===== src/rtl/neuron_mac_acc_if.sv =====
// Handshake bundle for the MAC neuron stage: command/operand stream in,
// rounded pre-activation out toward the activation stage.
interface neuron_mac_acc_if #(
  parameter int N     = 32,
  parameter int LEN_W = 8
);
  logic             start;
  logic [LEN_W-1:0] len;
  logic [N-1:0]     bias;
  logic             in_valid;
  logic             in_ready;
  logic [N-1:0]     x;
  logic [N-1:0]     w;
  logic             out_valid;
  logic             out_ready;
  logic [N-1:0]     out_data;
  logic             sat;
  logic             busy;

  modport master (
    output start, len, bias, in_valid, x, w, out_ready,
    input  in_ready, out_valid, out_data, sat, busy
  );

  modport slave (
    input  start, len, bias, in_valid, x, w, out_ready,
    output in_ready, out_valid, out_data, sat, busy
  );
endinterface


===== src/rtl/neuron_mac_acc.sv =====
// Streaming dot product + bias in signed Q fixed point, full-precision
// accumulation, round-half-up and saturation back to N bits.
module neuron_mac_acc #(
  parameter int N     = 32,
  parameter int Q     = 16,
  parameter int LEN_W = 8
) (
  input  logic            clk,
  input  logic            rst,
  neuron_mac_acc_if.slave bus
);
  localparam int AW = 2*N + LEN_W;
  localparam logic signed [AW-1:0] HALF = AW'(1) << (Q-1);

  typedef enum logic [2:0] {IDLE, ACC, DRAIN, ROUND, OUT} state_t;

  state_t                  state;
  logic [LEN_W-1:0]        len_q;
  logic [LEN_W-1:0]        cnt;
  logic signed [2*N-1:0]   prod;
  logic                    prod_vld;
  logic signed [AW-1:0]    acc;
  logic                    in_ready_q;
  logic                    out_valid_q;
  logic                    sat_q;
  logic [N-1:0]            out_q;

  logic signed [N-1:0]     xs, ws;
  logic signed [AW-1:0]    acc_rnd, r;
  logic                    accept, sat_hi, sat_lo;

  assign xs      = bus.x;
  assign ws      = bus.w;
  assign accept  = bus.in_valid & in_ready_q;
  assign acc_rnd = acc + HALF;
  assign r       = acc_rnd >>> Q;

  // r fits in N bits only when bits [AW-1:N-1] are all copies of the sign
  assign sat_hi = ~r[AW-1] & (|r[AW-2:N-1]);
  assign sat_lo =  r[AW-1] & ~(&r[AW-2:N-1]);

  always_ff @(posedge clk or posedge rst) begin
    if (rst) begin
      state       <= IDLE;
      len_q       <= '0;
      cnt         <= '0;
      prod        <= '0;
      prod_vld    <= 1'b0;
      acc         <= '0;
      in_ready_q  <= 1'b0;
      out_valid_q <= 1'b0;
      sat_q       <= 1'b0;
      out_q       <= '0;
    end else begin
      prod_vld <= 1'b0;
      if (prod_vld)
        acc <= acc + {{LEN_W{prod[2*N-1]}}, prod};

      case (state)
        IDLE: begin
          if (bus.start) begin
            len_q      <= bus.len;
            cnt        <= '0;
            acc        <= {{(N+LEN_W-Q){bus.bias[N-1]}}, bus.bias, {Q{1'b0}}};
            in_ready_q <= (bus.len != '0);
            state      <= (bus.len != '0) ? ACC : ROUND;
          end
        end
        ACC: begin
          if (accept) begin
            prod     <= (2*N)'(xs) * (2*N)'(ws);
            prod_vld <= 1'b1;
            cnt      <= cnt + 1'b1;
            if (cnt + 1'b1 == len_q) begin
              in_ready_q <= 1'b0;
              state      <= DRAIN;
            end
          end
        end
        DRAIN: state <= ROUND;
        ROUND: begin
          if (sat_hi)
            out_q <= {1'b0, {(N-1){1'b1}}};
          else if (sat_lo)
            out_q <= {1'b1, {(N-1){1'b0}}};
          else
            out_q <= r[N-1:0];
          sat_q       <= sat_hi | sat_lo;
          out_valid_q <= 1'b1;
          state       <= OUT;
        end
        OUT: begin
          if (bus.out_ready) begin
            out_valid_q <= 1'b0;
            state       <= IDLE;
          end
        end
        default: state <= IDLE;
      endcase
    end
  end

  assign bus.in_ready  = in_ready_q;
  assign bus.out_valid = out_valid_q;
  assign bus.out_data  = out_q;
  assign bus.sat       = sat_q;
  assign bus.busy      = (state != IDLE);
endmodule


===== src/flat_wrapper.sv =====
// flat-port wrapper written by rule: the top's interface ports become plain ports
module neuron_mac_acc_flat 
#(
  parameter int N     = 32,
  parameter int Q     = 16,
  parameter int LEN_W = 8
)
  (clk, rst, bus_start, bus_len, bus_bias, bus_in_valid, bus_x, bus_w, bus_out_ready, bus_in_ready, bus_out_valid, bus_out_data, bus_sat, bus_busy);
  neuron_mac_acc_if #(.N(N), .LEN_W(LEN_W)) bus_i ();
  input  logic clk;
  input  logic rst;
  input wire logic [$bits(bus_i.start)-1:0] bus_start;
  input wire logic [$bits(bus_i.len)-1:0] bus_len;
  input wire logic [$bits(bus_i.bias)-1:0] bus_bias;
  input wire logic [$bits(bus_i.in_valid)-1:0] bus_in_valid;
  input wire logic [$bits(bus_i.x)-1:0] bus_x;
  input wire logic [$bits(bus_i.w)-1:0] bus_w;
  input wire logic [$bits(bus_i.out_ready)-1:0] bus_out_ready;
  output wire logic [$bits(bus_i.in_ready)-1:0] bus_in_ready;
  output wire logic [$bits(bus_i.out_valid)-1:0] bus_out_valid;
  output wire logic [$bits(bus_i.out_data)-1:0] bus_out_data;
  output wire logic [$bits(bus_i.sat)-1:0] bus_sat;
  output wire logic [$bits(bus_i.busy)-1:0] bus_busy;
  assign bus_i.start = bus_start;
  assign bus_i.len = bus_len;
  assign bus_i.bias = bus_bias;
  assign bus_i.in_valid = bus_in_valid;
  assign bus_i.x = bus_x;
  assign bus_i.w = bus_w;
  assign bus_i.out_ready = bus_out_ready;
  assign bus_in_ready = bus_i.in_ready;
  assign bus_out_valid = bus_i.out_valid;
  assign bus_out_data = bus_i.out_data;
  assign bus_sat = bus_i.sat;
  assign bus_busy = bus_i.busy;
  neuron_mac_acc #(.N(N), .Q(Q), .LEN_W(LEN_W)) u_core (.clk(clk), .rst(rst), .bus(bus_i));
endmodule

===== config.mk =====
export PLATFORM = sky130hd
export DESIGN_NAME = neuron_mac_acc_flat
export DESIGN_NICKNAME = d
export VERILOG_FILES = /design/src/rtl/neuron_mac_acc_if.sv /design/src/rtl/neuron_mac_acc.sv /design/src/flat_wrapper.sv
export SDC_FILE = /design/constraint.sdc
export NUM_CORES = 2
export LEC_CHECK = 0
export ABC_CLOCK_PERIOD_IN_PS = 14700
export CAP_MARGIN = 20
export CORE_ASPECT_RATIO = 1.5
export CORE_MARGIN = 4
export CORE_UTILIZATION = 50
export DETAILED_ROUTE_END_ITERATION = 12
export GPL_TIMING_DRIVEN = 0
export HOLD_SLACK_MARGIN = 0.08
export PLACE_DENSITY = 0.78
export SYNTH_ARGS = -nofsm -noshare
export SYNTH_HDL_FRONTEND = slang
export SYNTH_SLANG_ARGS = --single-unit

===== constraint.sdc =====
create_clock -name clk -period 14.7 [get_ports clk]
set_input_delay 2.94 -clock clk [delete_from_list [all_inputs] [get_ports clk]]
set_output_delay 2.94 -clock clk [all_outputs]
set_load 0.005 [all_outputs]

==> results.md <==
* Starting DRT DRC Count at 3,565
* Worst Tran Pin Value at 1.29 ns
* Commonest non-fill, non-tap cell in the layout: fa_1
* DRC viols at 0
* Highest-count cells in the layout ignoring fill and taps: 1,083 x fa_1, 984 x inv_1, 723 x nand2_1
* Avg Synthesized Cell Area at 9.15 µm²
* Cts hold-fix bufs at 0
* First-pass GRT wire length at 252,000 µm
* Number of global-route vias before repair at 42,800
* Reg area at 0.00478 mm²
* Core area at 0.0970 mm²
* Initial Util at 0.504
* Hold WC Path Type: reg -> reg
* Yosys warning total at 0
* Ranking of synthesized cells by area: fa_1 44%, dfrtp_1 9.8%, inv_1 7.6%, and2_1 6.7%, ha_1 6.6%
* Crit end category: register
* Fmax at 76.9 MHz
* # port buffers at 144
* Total clock buffers created by CTS at 17
* Clk buf depth at 2
* Final Routed Wirelength at 166,000 µm
* Grt total ovfl at 0
* Most used flip-flop cell after synthesis: dfrtp_1
* Setup violators final at 0
* Clk_skew at 0.0122 ns
* Crit Path Category: in -> reg
* Initial antenna violation count at 17
* Overall Global Routing Usage at 0.325
* EDFF count, synth at 0
* Hold Crit Start: u_core.prod[5]
* Count of cells resized by post-cts repair at 0
* Wire per inst at 24.4 µm
* Clk root buf: clkbuf_16
* Yosys cell types at 82
* Final hold viol count at 0
* Post-DP HPWL at 138,000 µm
* Post-CTS Setup Bufs at 0
* Vias per inst at 5.83
* Share of layout cells above drive strength 1 at 0.0147
* Maxcap violations at 0
* Die area at 0.103 mm²
* Clock sink count at 191
* Gpl congestion at 1.07
* Critical Path AT at 13.32 ns
* WP data required at 15.03 ns
* Min Hold Slack at 0.485 ns
* Die Ht at 391 µm
* Startpoint types: input pin
* Mapped Area at 0.0489 mm²
* Pin count of the biggest net entering global routing at 98
* Reg-to-reg startpoint: u_core.acc[16]
* Status: finished clean
* Layout overhead on the synthesized area at 7.66%
* Max Slew Vio Count at 0
* Via count at 39,800
* Drt pass-1 iters at 6
* Synth Register Bits at 191
* Register area share after synthesis at 0.0977
* Synthesized Nets at 6,793
* Row Count at 140
* Worst setup path start: bus_w[31]
* Top Ports at 145
* Synth area leader: fa_1
* Asr flop ratio synth at 1.00
* Fin nets at 6,959
* Multi-input gate area at 0.0393 mm²
* Reg clk slew, reported paths at 0.07 ns
* Hold path depth at 2
* Top fanout value on the critical path at 10
* Reg2Reg Depth at 13
* Fin Setup TNS at 0 ns
* Post-layout min period at 13.00 ns
* RSZ-0062 raised after global routing: false
* Max-slew headroom at 0.143
* CTS H-Tree Depth at 4
* Clk Latency, worst-skew pair at 0.45 ns
* Mapped Cells at 5,344
* CTS tree: yes
* Post-synth top area share at 0.443
* Post-route ant nets at 0
* Die W at 263 µm
* Fillcell total at 8,852
* Fin crit share at 0.884
[Yosys cell counts (all sizes together), types with 11 or more instances]
library cell and instances:
and3 33, nand3 62, mux2i 49, nand4 29, dfrtp 191, o21ai 166, ha 257, xnor2 100
o22a 35, o211ai 11, o31ai 12, a21o 79, nor2 168, clkbuf 257, and2 528, o21a 19
nor3 32, o21bai 23, buf 24, nand2b 17, nand2 724, a21oi 174, fa 1083, nor4 15
nor2b 17, inv 985, or3 11, xor2 69, a31oi 25, a211oi 23
[routing by layer]
layer  share of wire  GRT usage
met2            0.47      0.539
met5         0.00026          0
met1            0.33      0.359
met4            0.11      0.258
met3            0.10     0.0771
[metrics by stage]
stage	utilization	instances	instance area (µm²)	setup WS, ns
finish	0.543	6816	52700	1.70
global placement	0.535	6766	52000	1.68
global route	0.542	6807	52600	1.71
floorplan	-	5344	48900	4.41
detailed placement	0.536	6768	52000	1.64
CTS	0.542	6799	52600	2.10
[state kept, by name, indices dropped and copies added (netlist names)]
| register | count |
|---|---|
| u_core.acc | 72 |
| u_core.prod | 64 |
| u_core.bus.out_data | 32 |
| u_core.cnt | 8 |
| u_core.len_q | 8 |
| u_core.state | 3 |
| u_core.bus.in_ready | 1 |
| u_core.bus.out_valid | 1 |
| u_core.bus.sat | 1 |
| u_core.prod_vld | 1 |
[path summary, 6_finish.rpt]
| kind | to | slack, ns |
|---|---|---|
| worst max register to register | u_core.acc[71] | 10.16 |
| min in group asynchronous | u_core.bus.out_data[0] | 2.98 |
| worst max-delay path | u_core.prod[61] | 1.70 |
| worst min register to register | u_core.prod[5] | 0.49 |
| worst min-delay path | u_core.prod[5] | 0.49 |
| max in group asynchronous | u_core.bus.in_ready | 10.81 |
[worst max-delay path, stage by stage]
cell and delay [ns]:
clkdlybuf4s50_1 1.05, clkinv_1 0.81, clkbuf_1 0.63, nor2_1 0.32
fa_1 0.47, fa_1 0.53, fa_1 0.45, fa_1 0.49
fa_1 0.57, fa_1 0.46, fa_1 0.52, fa_1 0.45
ha_1 0.38, nand4_1 0.29, or4_1 0.49, a211oi_1 0.77
o21ai_0 0.31, a21boi_1 0.45, a211o_1 0.26, a311oi_1 0.13
o21bai_1 0.29, xnor2_1 0.15, o21ai_0 0.08
[logic make-up after synthesis]
kind of cell             after synthesis  synth area share
flip-flops                           191            0.0977
XOR/XNOR                             169            0.0303
AND/OR/NAND/NOR                     1676             0.170
multiplexers                          51            0.0105
buffers and inverters               1267            0.0982
adder cells (fa/ha/maj)             1340             0.509
AO/OA/AOI/OAI                        650            0.0848
[cell type report]
cell class	instances	share of cell area
multi-input cells	3886	0.747
inverters	986	0.0704
diodes	16	0.000760
clock buffers	18	0.00834
plain buffers	281	0.0209
well taps	1278	0.0304
repair buffers	147	0.0285
clock inverters	13	0.00309
flip-flops and latches	191	0.0908
Power is not shown: default switching activity piles up to over one toggle a cycle in this logic, so the estimate is an artifact.
